**src/rtl/ram_stream_reader_pkg.sv**
```systemverilog
// Shared types and sizing helpers for the RAM stream reader.
// Latency: n/a (declarations only).
// Backpressure: n/a.
package ram_stream_reader_pkg;

    typedef enum logic [1:0] {
        IDLE  = 2'd0,
        READ  = 2'd1,
        DRAIN = 2'd2
    } state_e;

    // Two spare slots beyond the RAM pipeline keep one-word-per-cycle flow
    // while a credit returns.
    function automatic int fifo_depth(input int read_latency);
        return read_latency + 2;
    endfunction

    // Credit counter must hold 0..FIFO_DEPTH inclusive.
    function automatic int credit_width(input int read_latency);
        return $clog2(read_latency + 3);
    endfunction

endpackage

```
**src/rtl/ram_stream_reader_fifo.sv**
```systemverilog
// Small synchronous FIFO holding returned RAM words with their last flag.
// Latency: a write is visible on rd_vld_o/rd_dat_o the cycle after it lands.
// Backpressure: none on the write side; the caller's credits prevent overflow.
module ram_stream_reader_fifo #(
    parameter int DEPTH = 3,
    parameter int WIDTH = 17
) (
    input  logic             clk,
    input  logic             rst_n,
    input  logic             wr_en_i,
    input  logic [WIDTH-1:0] wr_dat_i,
    input  logic             rd_en_i,
    output logic             rd_vld_o,
    output logic [WIDTH-1:0] rd_dat_o
);

    localparam int PW   = (DEPTH > 1) ? $clog2(DEPTH) : 1;
    localparam int CNTW = $clog2(DEPTH + 1);

    logic [WIDTH-1:0] mem_q [DEPTH];
    logic [PW-1:0]    wr_ptr_q;
    logic [PW-1:0]    rd_ptr_q;
    logic [CNTW-1:0]  cnt_q;
    logic             rd_fire;

    function automatic logic [PW-1:0] ptr_inc(input logic [PW-1:0] p);
        return (p == PW'(DEPTH - 1)) ? '0 : p + 1'b1;
    endfunction

    assign rd_vld_o = (cnt_q != '0);
    assign rd_fire  = rd_en_i & rd_vld_o;
    // Head word comes straight from storage flops, so it is stable while stalled.
    assign rd_dat_o = mem_q[rd_ptr_q];

    // Storage, pointers and occupancy; storage is cleared so outputs read zero after reset.
    always_ff @(posedge clk) begin
        if (!rst_n) begin
            for (int i = 0; i < DEPTH; i++) begin
                mem_q[i] <= '0;
            end
            wr_ptr_q <= '0;
            rd_ptr_q <= '0;
            cnt_q    <= '0;
        end else begin
            if (wr_en_i) begin
                mem_q[wr_ptr_q] <= wr_dat_i;
                wr_ptr_q        <= ptr_inc(wr_ptr_q);
            end
            if (rd_fire) begin
                rd_ptr_q <= ptr_inc(rd_ptr_q);
            end
            cnt_q <= cnt_q + CNTW'(wr_en_i) - CNTW'(rd_fire);
        end
    end

endmodule

```
**src/rtl/ram_stream_reader.sv**
```systemverilog
// Burst read controller: issues RAM reads and streams the words out valid/ready.
// Latency: first ram_en one cycle after start, first m_valid READ_LATENCY+2 cycles after start.
// Backpressure: credit counter stalls ram_en once in-flight + buffered words reach FIFO depth.
// Optional looping build: define RAM_STREAM_READER_LOOP_EN to add the loop input.
module ram_stream_reader
    import ram_stream_reader_pkg::*;
#(
    parameter int ADDRESS_WIDTH = 7,
    parameter int DATA_WIDTH    = 16,
    parameter int RAM_SIZE      = 128,
    parameter int READ_LATENCY  = 1
) (
    input  logic                         clk,
    input  logic                         rst_n,
    input  logic                         start,
    input  logic [ADDRESS_WIDTH-1:0]     base_addr,
    input  logic [ADDRESS_WIDTH:0]       len,
`ifdef RAM_STREAM_READER_LOOP_EN
    input  logic                         loop,
`endif
    output logic                         busy,
    output logic                         done,
    output logic                         ram_en,
    output logic [ADDRESS_WIDTH-1:0]     ram_addr,
    input  logic signed [DATA_WIDTH-1:0] ram_do,
    output logic                         m_valid,
    input  logic                         m_ready,
    output logic signed [DATA_WIDTH-1:0] m_data,
    output logic                         m_last
);

    localparam int FIFO_DEPTH = fifo_depth(READ_LATENCY);
    localparam int CW         = credit_width(READ_LATENCY);
    localparam logic [ADDRESS_WIDTH-1:0] LAST_ADDR = ADDRESS_WIDTH'(RAM_SIZE - 1);
    localparam logic [ADDRESS_WIDTH:0]   REM_ONE   = (ADDRESS_WIDTH + 1)'(1);

    state_e                    state_q, state_d;
    logic [ADDRESS_WIDTH-1:0]  addr_q, addr_d;
    logic [ADDRESS_WIDTH-1:0]  ram_addr_q;
    logic [ADDRESS_WIDTH:0]    rem_q, rem_d;
    logic [CW-1:0]             cred_q, cred_d;
    logic                      done_q, done_d;
    logic [READ_LATENCY-1:0]   vld_sr_q;
    logic [READ_LATENCY-1:0]   last_sr_q;
    logic                      issue;
    logic                      pass_end;
    logic                      pop;
    logic                      fifo_vld;
    logic [DATA_WIDTH:0]       fifo_dat;

`ifdef RAM_STREAM_READER_LOOP_EN
    logic [ADDRESS_WIDTH-1:0]  base_q;
    logic [ADDRESS_WIDTH:0]    len_q;

    // Keep the command so each looped pass can restart from the base address.
    always_ff @(posedge clk) begin
        if (!rst_n) begin
            base_q <= '0;
            len_q  <= '0;
        end else if (state_q == IDLE && start) begin
            base_q <= base_addr;
            len_q  <= len;
        end
    end
`endif

    // A read may only go out while a FIFO slot is guaranteed for its data.
    assign issue    = (state_q == READ) && (cred_q < CW'(FIFO_DEPTH));
    assign pass_end = issue && (rem_q == REM_ONE);
    assign pop      = fifo_vld & m_ready;

    assign busy     = (state_q != IDLE);
    assign done     = done_q;
    assign ram_en   = issue;
    assign ram_addr = issue ? addr_q : ram_addr_q;
    assign cred_d   = cred_q + CW'(issue) - CW'(pop);

    // Next-state, address and remaining-count logic.
    always_comb begin
        state_d = state_q;
        addr_d  = addr_q;
        rem_d   = rem_q;
        done_d  = 1'b0;
        case (state_q)
            IDLE: begin
                if (start) begin
                    if (len == '0) begin
                        done_d = 1'b1;
                    end else begin
                        state_d = READ;
                        addr_d  = base_addr;
                        rem_d   = len;
                    end
                end
            end
            READ: begin
                if (issue) begin
                    addr_d = (addr_q == LAST_ADDR) ? '0 : addr_q + 1'b1;
                    rem_d  = rem_q - REM_ONE;
                    if (rem_q == REM_ONE) begin
`ifdef RAM_STREAM_READER_LOOP_EN
                        if (loop) begin
                            addr_d = base_q;
                            rem_d  = len_q;
                        end else begin
                            state_d = DRAIN;
                        end
`else
                        state_d = DRAIN;
`endif
                    end
                end
            end
            DRAIN: begin
                // Nothing else is in flight once the credit count is one,
                // so this pop is the closing word of the final pass.
                if (pop && cred_q == CW'(1)) begin
                    state_d = IDLE;
                    done_d  = 1'b1;
                end
            end
            default: state_d = IDLE;
        endcase
    end

    // Control state registers.
    always_ff @(posedge clk) begin
        if (!rst_n) begin
            state_q    <= IDLE;
            addr_q     <= '0;
            ram_addr_q <= '0;
            rem_q      <= '0;
            cred_q     <= '0;
            done_q     <= 1'b0;
        end else begin
            state_q    <= state_d;
            addr_q     <= addr_d;
            ram_addr_q <= ram_addr;
            rem_q      <= rem_d;
            cred_q     <= cred_d;
            done_q     <= done_d;
        end
    end

    // Delay each issue (and its last flag) to the cycle its data is on ram_do.
    generate
        if (READ_LATENCY == 1) begin : g_lat1
            always_ff @(posedge clk) begin
                if (!rst_n) begin
                    vld_sr_q  <= '0;
                    last_sr_q <= '0;
                end else begin
                    vld_sr_q  <= issue;
                    last_sr_q <= pass_end;
                end
            end
        end else begin : g_latn
            always_ff @(posedge clk) begin
                if (!rst_n) begin
                    vld_sr_q  <= '0;
                    last_sr_q <= '0;
                end else begin
                    vld_sr_q  <= {vld_sr_q[READ_LATENCY-2:0], issue};
                    last_sr_q <= {last_sr_q[READ_LATENCY-2:0], pass_end};
                end
            end
        end
    endgenerate

    ram_stream_reader_fifo #(
        .DEPTH (FIFO_DEPTH),
        .WIDTH (DATA_WIDTH + 1)
    ) u_fifo (
        .clk      (clk),
        .rst_n    (rst_n),
        .wr_en_i  (vld_sr_q[READ_LATENCY-1]),
        .wr_dat_i ({last_sr_q[READ_LATENCY-1], ram_do}),
        .rd_en_i  (m_ready),
        .rd_vld_o (fifo_vld),
        .rd_dat_o (fifo_dat)
    );

    assign m_valid = fifo_vld;
    assign m_data  = fifo_dat[DATA_WIDTH-1:0];
    assign m_last  = fifo_vld & fifo_dat[DATA_WIDTH];

endmodule
```
**config.mk**
```make
export PLATFORM = sky130hd
export DESIGN_NAME = ram_stream_reader
export DESIGN_NICKNAME = d
export VERILOG_FILES = /design/src/rtl/ram_stream_reader_pkg.sv /design/src/rtl/ram_stream_reader_fifo.sv /design/src/rtl/ram_stream_reader.sv
export SDC_FILE = /design/constraint.sdc
export NUM_CORES = 1
export LEC_CHECK = 0
export BUFFER_PORTS_ARGS = -buffer_cell sky130_fd_sc_hd__buf_2
export CORE_ASPECT_RATIO = 1.1
export CORE_UTILIZATION = 48
export DETAILED_ROUTE_END_ITERATION = 7
export PLACE_DENSITY = 0.69
export RECOVER_POWER = 25
export SLEW_MARGIN = 20
export SYNTH_ARGS = -nofsm -noshare
export SYNTH_HDL_FRONTEND = slang
export SYNTH_SLANG_ARGS = --single-unit
```
**constraint.sdc**
```tcl
create_clock -name clk -period 4.85 [get_ports clk]
set_input_delay 0.485 -clock clk [delete_from_list [all_inputs] [get_ports clk]]
set_output_delay 0.485 -clock clk [all_outputs]
set_load 0.05 [all_outputs]
```
==> results.py <==
metrics = {
    "clocking": {
        "cts_made_buffers": 9,
        "cts.repair.resized": 0,
        "cts_buffer_depth": 2,
        "post_cts_buffers": 0,
        "cts_tree": "yes",
        "clk_latency_ns": 0.36,
        "cts_hold_buf": 0,
        "clkTransAtPathRegs_ns": 0.10,
        "cts_root_buf": "clkbuf_8",
        "htree_levels": 3,
        "cts.sinks": 105,
    },
    "worst_setup_path": {
        "rrSetupSlack_ns": 2.21,
        "cp_top_family": "simple AND/OR/NAND/NOR gates",
        "cp_slowest_cell": "nor2b_1",
        "crit_chain": "nor2b_1 -> nand2_1 -> mux2_2 -> buf_2",
        "worst_ep_required_time_ns": 4.37,
        "rr_worst_depth": 7,
        "critPathKind": "register to primary output",
        "r2r_start": "state_q[0]$_SDFFE_PN0P_",
        "crit_fanout": 12,
        "crit_path_start_kind": "register",
        "cp_slowest_stage_delay_ns": 0.65,
        "arrival_ns": 2.68,
        "cp-end-kind": "primary output",
        "crit_buf_inv": 1,
        "r2r_end": "cred_q[1]$_SDFF_PN0_",
    },
    "floorplanning": {
        "coreArea_sq_um": 9490,
        "ios": 63,
        "placementRows": 37,
        "die_h_microns": 106,
        "die-area_sq_um": 10300,
        "die_w_microns": 97.0,
        "initial_core_util_pct": 50.2,
    },
    "placement": {
        "dpl_worst_slack_ns": 2.13,
        "dp_hpwl_microns": 6570,
        "placed_area_sq_um": 5180,
        "io_buffers": 62,
        "gp_congestion": 0.866,
    },
    "detailed_routing": {
        "wire_per_inst_microns": 17.5,
        "vias": 3158,
        "drt.antenna.violating_nets": 0,
        "drcViolationCount": 0,
        "wl_microns": 9630,
        "wl_met1_microns": 4200,
        "wl_met3_microns": 423,
        "drtIter0Drc": 176,
        "routed.top_layer": "met4",
        "drt_first_pass_iters": 5,
        "wl_met2_microns": 4860,
        "vias_per_cell": 5.73,
    },
    "power": {
        "finalPower_mw": 2.12,
        "ir_drop_v": 0.000176,
        "p_per_area_nw_per_um2": 397,
        "leakagePower_nw": 2.04,
    },
    "sta": {
        "tightest_slew_ns": 1.11,
        "slew_headroom_pct": 25.9,
        "hold_viol": 0,
        "rsz0062_at_grt": "no",
        "min_period_ns": 3.17,
        "max_freq_mhz": 316,
        "fin_crit_sh_pct": 65.3,
        "setup_viol": 0,
        "tns_ns": 0,
        "slew_viol_final": 0,
        "setup_slack_ns": 1.68,
        "skew_ns": 0.0170,
    },
    "synthesis": {
        "async_flop_share_pct": 0,
        "synth_top_family_by_area": "simple AND/OR/NAND/NOR gates",
        "synthesis.nets": 413,
        "synth.cells.most_frequent": "68 x edfxtp_1, 61 x and2_1, 37 x dfxtp_1",
        "yosysSeqAreaShare_pct": 58.4,
        "synth-compound-area-share_pct": 10.1,
        "ys_ff_latch": 105,
        "synth_xor_area_share_pct": 0.735,
        "muxShareOfSynthArea_pct": 10.1,
        "synth_top_area_share_pct": 42.9,
        "dominantRegCellSynth": "edfxtp_1",
        "synth_edf_count": 68,
        "avgSynthCellArea_sq_um": 12.8,
        "synthTopCellsByArea": "edfxtp_1 43%, dfxtp_1 16%, mux4_2 8.0%",
        "yosys.area_share.adder_pct": 1.84,
        "yosys_warnings": 0,
        "syn_area_sq_um": 4760,
        "yosys.area_share.simple_pct": 15.8,
        "yosysMostFrequentCell": "edfxtp_1",
        "yosys.area.top_type": "edfxtp_1",
        "yosysUniqueCellTypes": 56,
        "syn_inst": 371,
    },
    "global_routing": {
        "grt_pass1_wl_microns": 15500,
        "grt_pass1_vias": 3075,
        "grt_usage_pct": 19.4,
        "antenna_found_initial": 0,
        "grt.overflow.total": 0,
        "grt_max_degree": 25,
    },
    "hold_path": {
        "worstHoldEndpoint": "u_fifo.mem_q[3][8]$_DFFE_PP_",
        "min_path_type": "input port to register",
        "worstHoldPathCells": 1,
        "hold_start": "ram_do[8]",
    },
    "finish": {
        "drive_above_1_share_pct": 23.5,
        "fin_nets": 471,
        "final_util_pct": 56.1,
        "design_area_sq_um": 5330,
        "diodes": 0,
        "area_growth_pct": 11.8,
    },
    "outcome": {
        "status": "finished clean",
    },
    "run": {
        "drv_cap": 0,
    },
}
metal layers:
layer / vias up / global-route usage, %
met2: 89 / 32.9
met3: 13 / 3.22
met1: 1551 / 24.9
met4: 0 / 7.25
li1: 1505 / -
met5: - / 0
power breakdown:
group | switching, mW | internal [mW] | leakage, nW
Clock | 0.281 | 0.210 | 0.0935
Sequential | 0.0655 | 1.01 | 0.986
Combinational | 0.350 | 0.197 | 0.957
layout by cell type, fill, tap and decap left out, types with 4 or more instances in the layout:
cell and instances:
buf_2 44, clkbuf_1 19, mux4_2 17, nand2_1 8, and3_1 6, o21ai_0 5, ha_1 7, dfxtp_1 37
inv_1 18, a21oi_1 15, o31ai_1 5, clkbuf_8 10, a2111oi_0 4, nor2_1 20, and2_1 61, edfxtp_1 68
a211oi_1 7, o311ai_0 4, mux2_2 8, nand3_1 6
worst register-to-register path, cell delays in order, from the launching register on:
cell and delay, ns:
dfxtp_1 0.62, nor2b_1 0.66, nand2_1 0.43, inv_1 0.25
ha_1 0.20, xor2_1 0.18, xnor2_1 0.13, nor2_1 0.05
stage by stage:
| stage | std cells | hold slack, ns |
|---|---|---|
| after floorplan | 371 | 0.427 |
| after global placement | 535 | 0.459 |
| after detailed placement | 535 | 0.467 |
| after CTS | 551 | 0.317 |
| after global routing | 551 | 0.363 |
| final | 551 | 0.361 |
worst max path at each step:
stage | endpoint | slack (ns) | startpoint | cells after the start
finish | ram_addr[3] | 1.68 | state_q[0]$_SDFFE_PN0P_ | 4
global route | ram_addr[3] | 1.50 | state_q[0]$_SDFFE_PN0P_ | 4
floorplan | u_fifo.mem_q[1][0]$_SDFFCE_PN0P_ | 2.58 | rst_n | 2
CTS | ram_addr[3] | 1.72 | state_q[0]$_SDFFE_PN0P_ | 4
global placement | ram_addr[4] | 2.24 | state_q[0]$_SDFFE_PN0P_ | 4
detailed placement | ram_addr[3] | 2.13 | state_q[0]$_SDFFE_PN0P_ | 4
layout make-up:
| cell class | instances | area, sq um |
|---|---|---|
| clock buffers | 13 | 153 |
| clock inverters | 3 | 22.5 |
| fillers | 807 | 4160 |
| inverters | 18 | 67.6 |
| multi-input cells | 230 | 1850 |
| flip-flops and latches | 105 | 2780 |
| well taps | 117 | 146 |
| repair buffers | 65 | 307 |
flip-flops by register name, summed over array words and instances (netlist names), named ones only:
signal	cells
addr_q	7
ram_addr_q	7
state_q	2
last_sr_q	1
u_fifo.rd_ptr_q	2
cred_q	2
vld_sr_q	1
rem_q	8
u_fifo.mem_q	68
u_fifo.wr_ptr_q	2
u_fifo.cnt_q	2
done	1
cells by family (layout without fill, tap and decap cells):
logic type	Yosys count	after routing
AO/OA/AOI/OAI	64	64
XOR/XNOR	4	4
adder cells (fa/ha/maj)	7	7
buffers and inverters	36	99
flip-flops	105	105
multiplexers	26	26
AND/OR/NAND/NOR	129	129
(Power assumes the default switching activity.)
